## src/rtl/vram_arbiter.sv

```systemverilog
// vram_arbiter: shares one synchronous single-port RAM between a video reader and a CPU.
// Video reads have absolute priority and are serviced the same cycle as vid_rd; the CPU
// is stalled through cpu_wait until its access completes.
// Ports: clk_pixel/nreset (clock, async active-low reset); vid_addr/vid_rd/vid_dout (video
// read port); cpu_addr/cpu_rd/cpu_wr/cpu_din/cpu_dout/cpu_wait (CPU port);
// ram_addr/ram_we/ram_wdata/ram_dout (RAM port, 1-cycle read latency).
module vram_arbiter #(
    parameter int ADDR_WIDTH = 16,
    parameter int DATA_WIDTH = 8
) (
    input  logic                  clk_pixel,
    input  logic                  nreset,
    input  logic [ADDR_WIDTH-1:0] vid_addr,
    input  logic                  vid_rd,
    output logic [DATA_WIDTH-1:0] vid_dout,
    input  logic [ADDR_WIDTH-1:0] cpu_addr,
    input  logic                  cpu_rd,
    input  logic                  cpu_wr,
    input  logic [DATA_WIDTH-1:0] cpu_din,
    output logic [DATA_WIDTH-1:0] cpu_dout,
    output logic                  cpu_wait,
    output logic [ADDR_WIDTH-1:0] ram_addr,
    output logic                  ram_we,
    output logic [DATA_WIDTH-1:0] ram_wdata,
    input  logic [DATA_WIDTH-1:0] ram_dout
);
    localparam logic [1:0] S_IDLE   = 2'd0;
    localparam logic [1:0] S_CPU_RD = 2'd1;
    localparam logic [1:0] S_ACK    = 2'd2;
    logic [1:0]            r_state;
    logic                  r_vid_pend;
    logic [DATA_WIDTH-1:0] r_vid_hold;
    logic [DATA_WIDTH-1:0] r_cpu_dout;
    logic                  w_cpu_slot;
    logic                  w_issue_wr;
    logic                  w_issue_rd;
    // The CPU may only start an access from IDLE in a cycle the video port leaves free.
    assign w_cpu_slot = (r_state == S_IDLE) & ~vid_rd;
    assign w_issue_wr = w_cpu_slot & cpu_wr;
    assign w_issue_rd = w_cpu_slot & cpu_rd & ~cpu_wr;
    assign ram_addr   = vid_rd ? vid_addr : cpu_addr;
    // Gating with nreset keeps a write issued in the reset cycle from reaching the RAM.
    assign ram_we     = w_issue_wr & nreset;
    assign ram_wdata  = cpu_din;
    assign vid_dout   = r_vid_pend ? ram_dout : r_vid_hold;
    assign cpu_dout   = r_cpu_dout;
    assign cpu_wait   = (cpu_rd | cpu_wr) & (r_state != S_ACK);
    always_ff @(posedge clk_pixel or negedge nreset) begin
        if (!nreset) begin
            r_state    <= S_IDLE;
            r_vid_pend <= 1'b0;
            r_vid_hold <= '0;
            r_cpu_dout <= '0;
        end else begin
            r_vid_pend <= vid_rd;
            if (r_vid_pend) r_vid_hold <= ram_dout;
            if (r_state == S_CPU_RD) r_cpu_dout <= ram_dout;
            r_state <= w_issue_wr ? S_ACK :
                       w_issue_rd ? S_CPU_RD :
                       (r_state == S_CPU_RD) ? S_ACK : S_IDLE;
        end
    end
endmodule

```

## config.mk

```make
export PLATFORM = sky130hd
export DESIGN_NAME = vram_arbiter
export DESIGN_NICKNAME = d
export VERILOG_FILES = /design/src/rtl/vram_arbiter.sv
export SDC_FILE = /design/constraint.sdc
export NUM_CORES = 1
export LEC_CHECK = 0
export CORE_MARGIN = 5
export CORE_UTILIZATION = 34
export CTS_BUF_LIST = sky130_fd_sc_hd__clkbuf_8
export DETAILED_ROUTE_END_ITERATION = 16
export GPL_ROUTABILITY_DRIVEN = 0
export PLACE_DENSITY_LB_ADDON = 0.08
export REMOVE_ABC_BUFFERS = 1
export SLEW_MARGIN = 20
export SYNTH_ARGS = -nofsm -noshare
export SYNTH_HDL_FRONTEND = slang
export SYNTH_SLANG_ARGS = --single-unit
```

## constraint.sdc

```tcl
create_clock -name clk_pixel -period 4.1 [get_ports clk_pixel]
set_input_delay 1.23 -clock clk_pixel [delete_from_list [all_inputs] [get_ports clk_pixel]]
set_output_delay 1.23 -clock clk_pixel [all_outputs]
set_load 0.1 [all_outputs]
```

==> impl_metrics.toml, run 1 <==
[pwr]
leakage_uw = 0.000905
ir_drop_mv = 0.189
powerDensity_nw_per_um2 = 464
p_clk_share_pct = 13.0
p_comb_share_pct = 62.5
seqPwrFrac_pct = 24.5
swShare_pct = 48.8
internal_power_uw = 497
power.switching_uw = 473

[cts]
post-cts-setup-buffer-count = 0
cts_root_buf = "clkbuf_8"
cts_buffers = 3
htree_levels = 1
cts_sinks = 19
path_clk_slew_ps = 60
cts_tree = "done"
cts_buffer_depth = 2
cts_hold_buf = 0
clock_latency_ps = 250
cts_resized = 0

[global_route]
grt_pass1_wl_mm = 5.24
grt_start_max_net_pins = 20
grtUsageTotal_pct = 16.6
grt_pass1_vias = 1030
antenna_found_initial = 0
overflow = 0

[synthesis]
synth_fa_ha_area_share_pct = 0
synth-simple-area-share_pct = 4.52
yosys_warnings = 0
synth_top_area_share_pct = 46.4
syn_avg_cell_area_um2 = 14.0
muxShareOfSynthArea_pct = 38.1
synth_cells = 73
yosys.area.top_type = "dfrtp_1"
synth.area.top_cells = "dfrtp_1 46%, mux2_2 26%, mux2_4 12%, buf_4 5.9%, buf_6 3.3%"
synth_top_family_by_area = "multiplexers"
synth-compound-area-share_pct = 0.977
synth-xor-area-share_pct = 0
syn_area_um2 = 1020
synth.distinct_cells = 13
ys_ff_latch = 19
ys_seq_area_share_pct = 46.4

[critical_path]
cp_max_fo = 6
startpoint_type = "input pin"
r2r.worst_path.cells = 2
crit_buf_inv = 3
worstPathRequired_ps = 2870
rrSetupSlack_ps = 3000
path_class = "input pin to output port"
slowest_delay_ps = 620
endpoint_kind = "output port"
reg2reg_to = "cpu_dout[1]"
arrival_ps = 2580
path_cells = "clkdlybuf4s50_1 > buf_4 > mux2_2 > buf_12"
cp_top_family = "buffers and inverters"
cp_slowest_cell = "clkdlybuf4s50_1"
r2r_start = "r_state[1]"

[timing]
hold_viol = 0
whs_ps = 502
fin_crit_ps = 3810
maxSlewViolCount = 0
max_freq_ghz = 0.263
setup_tns_ps = 0
worstMarginPinSlew_ps = 969
maxSlewHeadroom_pct = 35.2
setup_viol = 0
rsz0062_at_grt = "no"
skew_ps = 10.3
finalCritPeriodShare_pct = 92.8

[route]
postRouteAntennaNets = 0
drtIter0Drc = 18
first_pass_iters = 4
avgViaCountPerCell = 4.79
routedWlPerCell_um = 18.4
drt-total-wl_mm = 3.29
num_vias = 857
route.detailed.drc = 0

[finish]
nets = 200
num_antenna_cells = 0
area_growth_pct = 104
drive_gt1_share_pct = 45.2
postLayoutCoreUtil_pct = 70.2

[floorplanning]
start_util_pct = 34.4
die_width_um = 64.9
dieArea_um2 = 4210
die_y_um = 64.9
coreArea_um2 = 2980
row_count = 20
ioPinCount = 95

[hold_path]
worstHoldStart = "r_state[1]"
whs_endpoint = "r_state[1]"
min_path_type = "flop to flop"
holdPathStages = 1

[placement]
port_buffers = 78
dp_hpwl_mm = 2.92

[run]
maxCapViolCount = 0

[outcome]
outcome = "completed"
-- worst reg2reg max path, stage by stage (launching register included) --
cell      delay [ps]
dfrtp_1          410
nand2b_4         260
mux2_4           320
-- registers in the layout, indices dropped and copies added (netlist names) --
register	flops
r_vid_hold	8
r_vid_pend	1
cpu_dout	8
r_state	2
-- cells by family after synthesis --
kind of cell           after synthesis
buffers and inverters               13
and+or+nand+nor                      7
muxes                               32
AOI/OAI and AO/OA                    2
DFF                                 19
-- per-layer routing --
| layer | wire [um] | track usage, % | vias up |
|---|---|---|---|
| met2 | 1860 | 31.4 | 55 |
| met3 | 437 | 11.1 | 0 |
| li1 | - | - | 391 |
| met5 | 0 | 0 | - |
| met4 | 0 | 3.17 | 0 |
| met1 | 996 | 14.1 | 411 |
-- power by group through the flow --
stage               logic [uW]  clock network, uW  registers, uW
finish                     606                126            238
global route               621                140            244
CTS                        611                130            239
detailed placement         609                  0            242
global placement           604                  0            239
floorplan                  229                  0            406
-- cell usage in the layout, fill, tap and decap left out, drive strengths merged --
master and n:
nand2b 3, nor2 1, clkdlybuf4s50 52, dfrtp 19, clkinv 1, buf 29
clkbuf 3, mux2 32, a21oi 2, inv 1, nor4 2, nand2 1
-- how the worst max path moves through the flow --
stage	depth (start not counted)	startpoint	to
2_1_floorplan	1	vid_rd	ram_we
3_5_place_dp	4	vid_rd	ram_addr[8]
3_3_place_gp	4	vid_rd	ram_addr[12]
4_1_cts	4	vid_rd	ram_addr[8]
5_1_grt	4	vid_rd	ram_addr[10]
6_report	4	vid_rd	ram_addr[8]
-- synth_stat cells, drive strengths merged --
cell type,n
mux2,32
nor4,2
nand2,1
dfrtp,19
nor2,1
nand2b,3
a21oi,2
buf,12
inv,1
-- layout make-up --
cell class                 count  area, um^2
clock buffer                   3        41.3
clock inverter                 1        5.00
fill                         213         888
inverter                       1        3.75
multi-input combinational     41         447
sequential                    19         475
tap                           33        41.3
timing repair buffer          81        1080
-- metrics by stage --
step | cell area [um^2] | total power, uW | setup slack [ps] | cells
4_1_cts | 2090 | 980 | 286 | 179
2_1_floorplan | 926 | 635 | -1230 | 61
6_report | 2090 | 970 | 295 | 179
3_5_place_dp | 2040 | 851 | 293 | 175
5_1_grt | 2090 | 1000 | 250 | 179
3_3_place_gp | 2040 | 843 | 317 | 175
Power figures use the tool's default switching activity.
==> run 2, diff against run 1 <==
CAP_MARGIN = 5   (was unset)
CORE_MARGIN = unset   (was 5)
==> run 2 against run 1 <==
  * The flow now finishes with violations (design-rule violations)
  * Global-route usage increased by 1.4 points
  * Power decreased by 0.58%
  * Clock skew shrank 5.6 ps
  * Final area down 1.1%
  * Critical path type unchanged
  * Sequential share of layout area grew 0.25 points
==> impl_metrics.toml, run 2 (synthesized netlist as in run 1, its figures left out) <==
[cts]
cts_sinks = 19
cts_resized = 0
cts_buffers = 3
cts_tree = "done"
cts_buffer_depth = 2
htree_levels = 1
cts_hold_buf = 0
path_clk_slew_ps = 60
clock_latency_ps = 250
cts_root_buf = "clkbuf_8"
post-cts-setup-buffer-count = 0

[floorplanning]
die_y_um = 56.9
die_width_um = 56.9
dieArea_um2 = 3240
ioPinCount = 95
start_util_pct = 36.5
row_count = 19
coreArea_um2 = 2810

[critical_path]
endpoint_kind = "output port"
worstPathRequired_ps = 2870
cp_max_fo = 19
path_class = "input pin to output port"
startpoint_type = "input pin"
arrival_ps = 2530

[timing]
worstMarginPinSlew_ps = 981
finalCritPeriodShare_pct = 91.7
hold_viol = 0
fin_crit_ps = 3760
maxSlewViolCount = 0
rsz0062_at_grt = "no"
whs_ps = 513
maxSlewHeadroom_pct = 34.4
max_freq_ghz = 0.266
skew_ps = 4.74
setup_tns_ps = 0
setup_viol = 0

[global_route]
grtUsageTotal_pct = 17.9
met3_usage_pct = 8.99
grt_start_max_net_pins = 20
overflow = 0
grt_pass1_wl_mm = 4.41
grt_busiest_layer = "met2"
grt_use_met1_pct = 18.9
grt_util_met2_pct = 30.3
antenna_found_initial = 0
grt_pass1_vias = 996

[pwr]
powerDensity_nw_per_um2 = 466
leakage_uw = 0.000896
ir_drop_mv = 0.195

[route]
drtIter0Drc = 14
drt-total-wl_mm = 2.71
postRouteAntennaNets = 0
route.detailed.drc = 9
routedWlPerCell_um = 15.4
avgViaCountPerCell = 4.81
first_pass_iters = 10
num_vias = 846

[placement]
port_buffers = 78
dp_hpwl_mm = 2.28

[finish]
nets = 199
drive_gt1_share_pct = 44.8
layout_commonest_cell = "clkdlybuf4s50_1"
num_antenna_cells = 0
area_growth_pct = 102
layout_common_cells = "52 x clkdlybuf4s50_1, 26 x buf_12, 24 x mux2_2"
nFillCells = 198

[outcome]
failed_checks = "design-rule violations"
outcome = "finished, violations left"

[hold_path]
min_path_type = "flop to flop"

[run]
maxCapViolCount = 0
-- run 2: cell type report --
type,count,area (um^2),area share [%]
Sequential cell,19,475,23.0
Timing Repair Buffer,80,1060,51.1
Multi-Input combinational cell,41,447,21.6
Clock buffer,3,41.3,2.00
Tap cell,31,38.8,1.88
Clock inverter,1,5.00,0.242
Inverter,1,3.75,0.182
-- run 2: metrics by stage --
step	std cells	cell area [um^2]	total power [uW]	worst slack (ps)	utilization, %
floorplan	61	926	635	-1230	-
global placement	172	2020	839	348	72.0
detailed placement	172	2020	846	317	72.0
CTS	176	2070	975	317	73.7
global route	176	2070	999	277	73.7
finish	176	2070	964	340	73.7
-- run 2: report_power, final --
group / internal, uW / switching [uW]
combinational: 208 / 393
sequential: 220 / 18.8
clock: 67.3 / 56.8
total: 495 / 469
-- run 2: worst max-delay path: stages --
cell,delay [ps]
clkdlybuf4s50_1,480
buf_4,250
mux2_2,400
buf_12,170
-- run 2: worst paths after layout --
check / from / end / slack, ps / cells after the start
setup / recovery: vid_rd / ram_addr[1] / 340 / 4
hold reg to reg: r_state[1] / r_state[1] / 510 / 1
setup reg to reg: r_vid_pend / r_vid_hold[6] / 3000 / 1
max in group asynchronous: nreset / cpu_dout[4] / 2530 / 2
min in group asynchronous: nreset / cpu_dout[7] / 1370 / 2
hold / removal: r_state[1] / r_state[1] / 510 / 1
-- run 2: routing by layer --
metal | wire length (um) | part of all wire [%] | up-vias
met5 | 0 | 0 | -
met4 | 28 | 1.0 | 0
met3 | 353 | 13 | 2
met2 | 1360 | 50 | 65
met1 | 968 | 36 | 387
li1 | - | - | 392
==> run 3, diff against run 2 <==
CTS_CLUSTER_DIAMETER = 60   (was unset)
HOLD_SLACK_MARGIN = 0.02   (was unset)
==> results of run 3 <==
The final DEF is identical to that of run 2; final timing and power are the same.
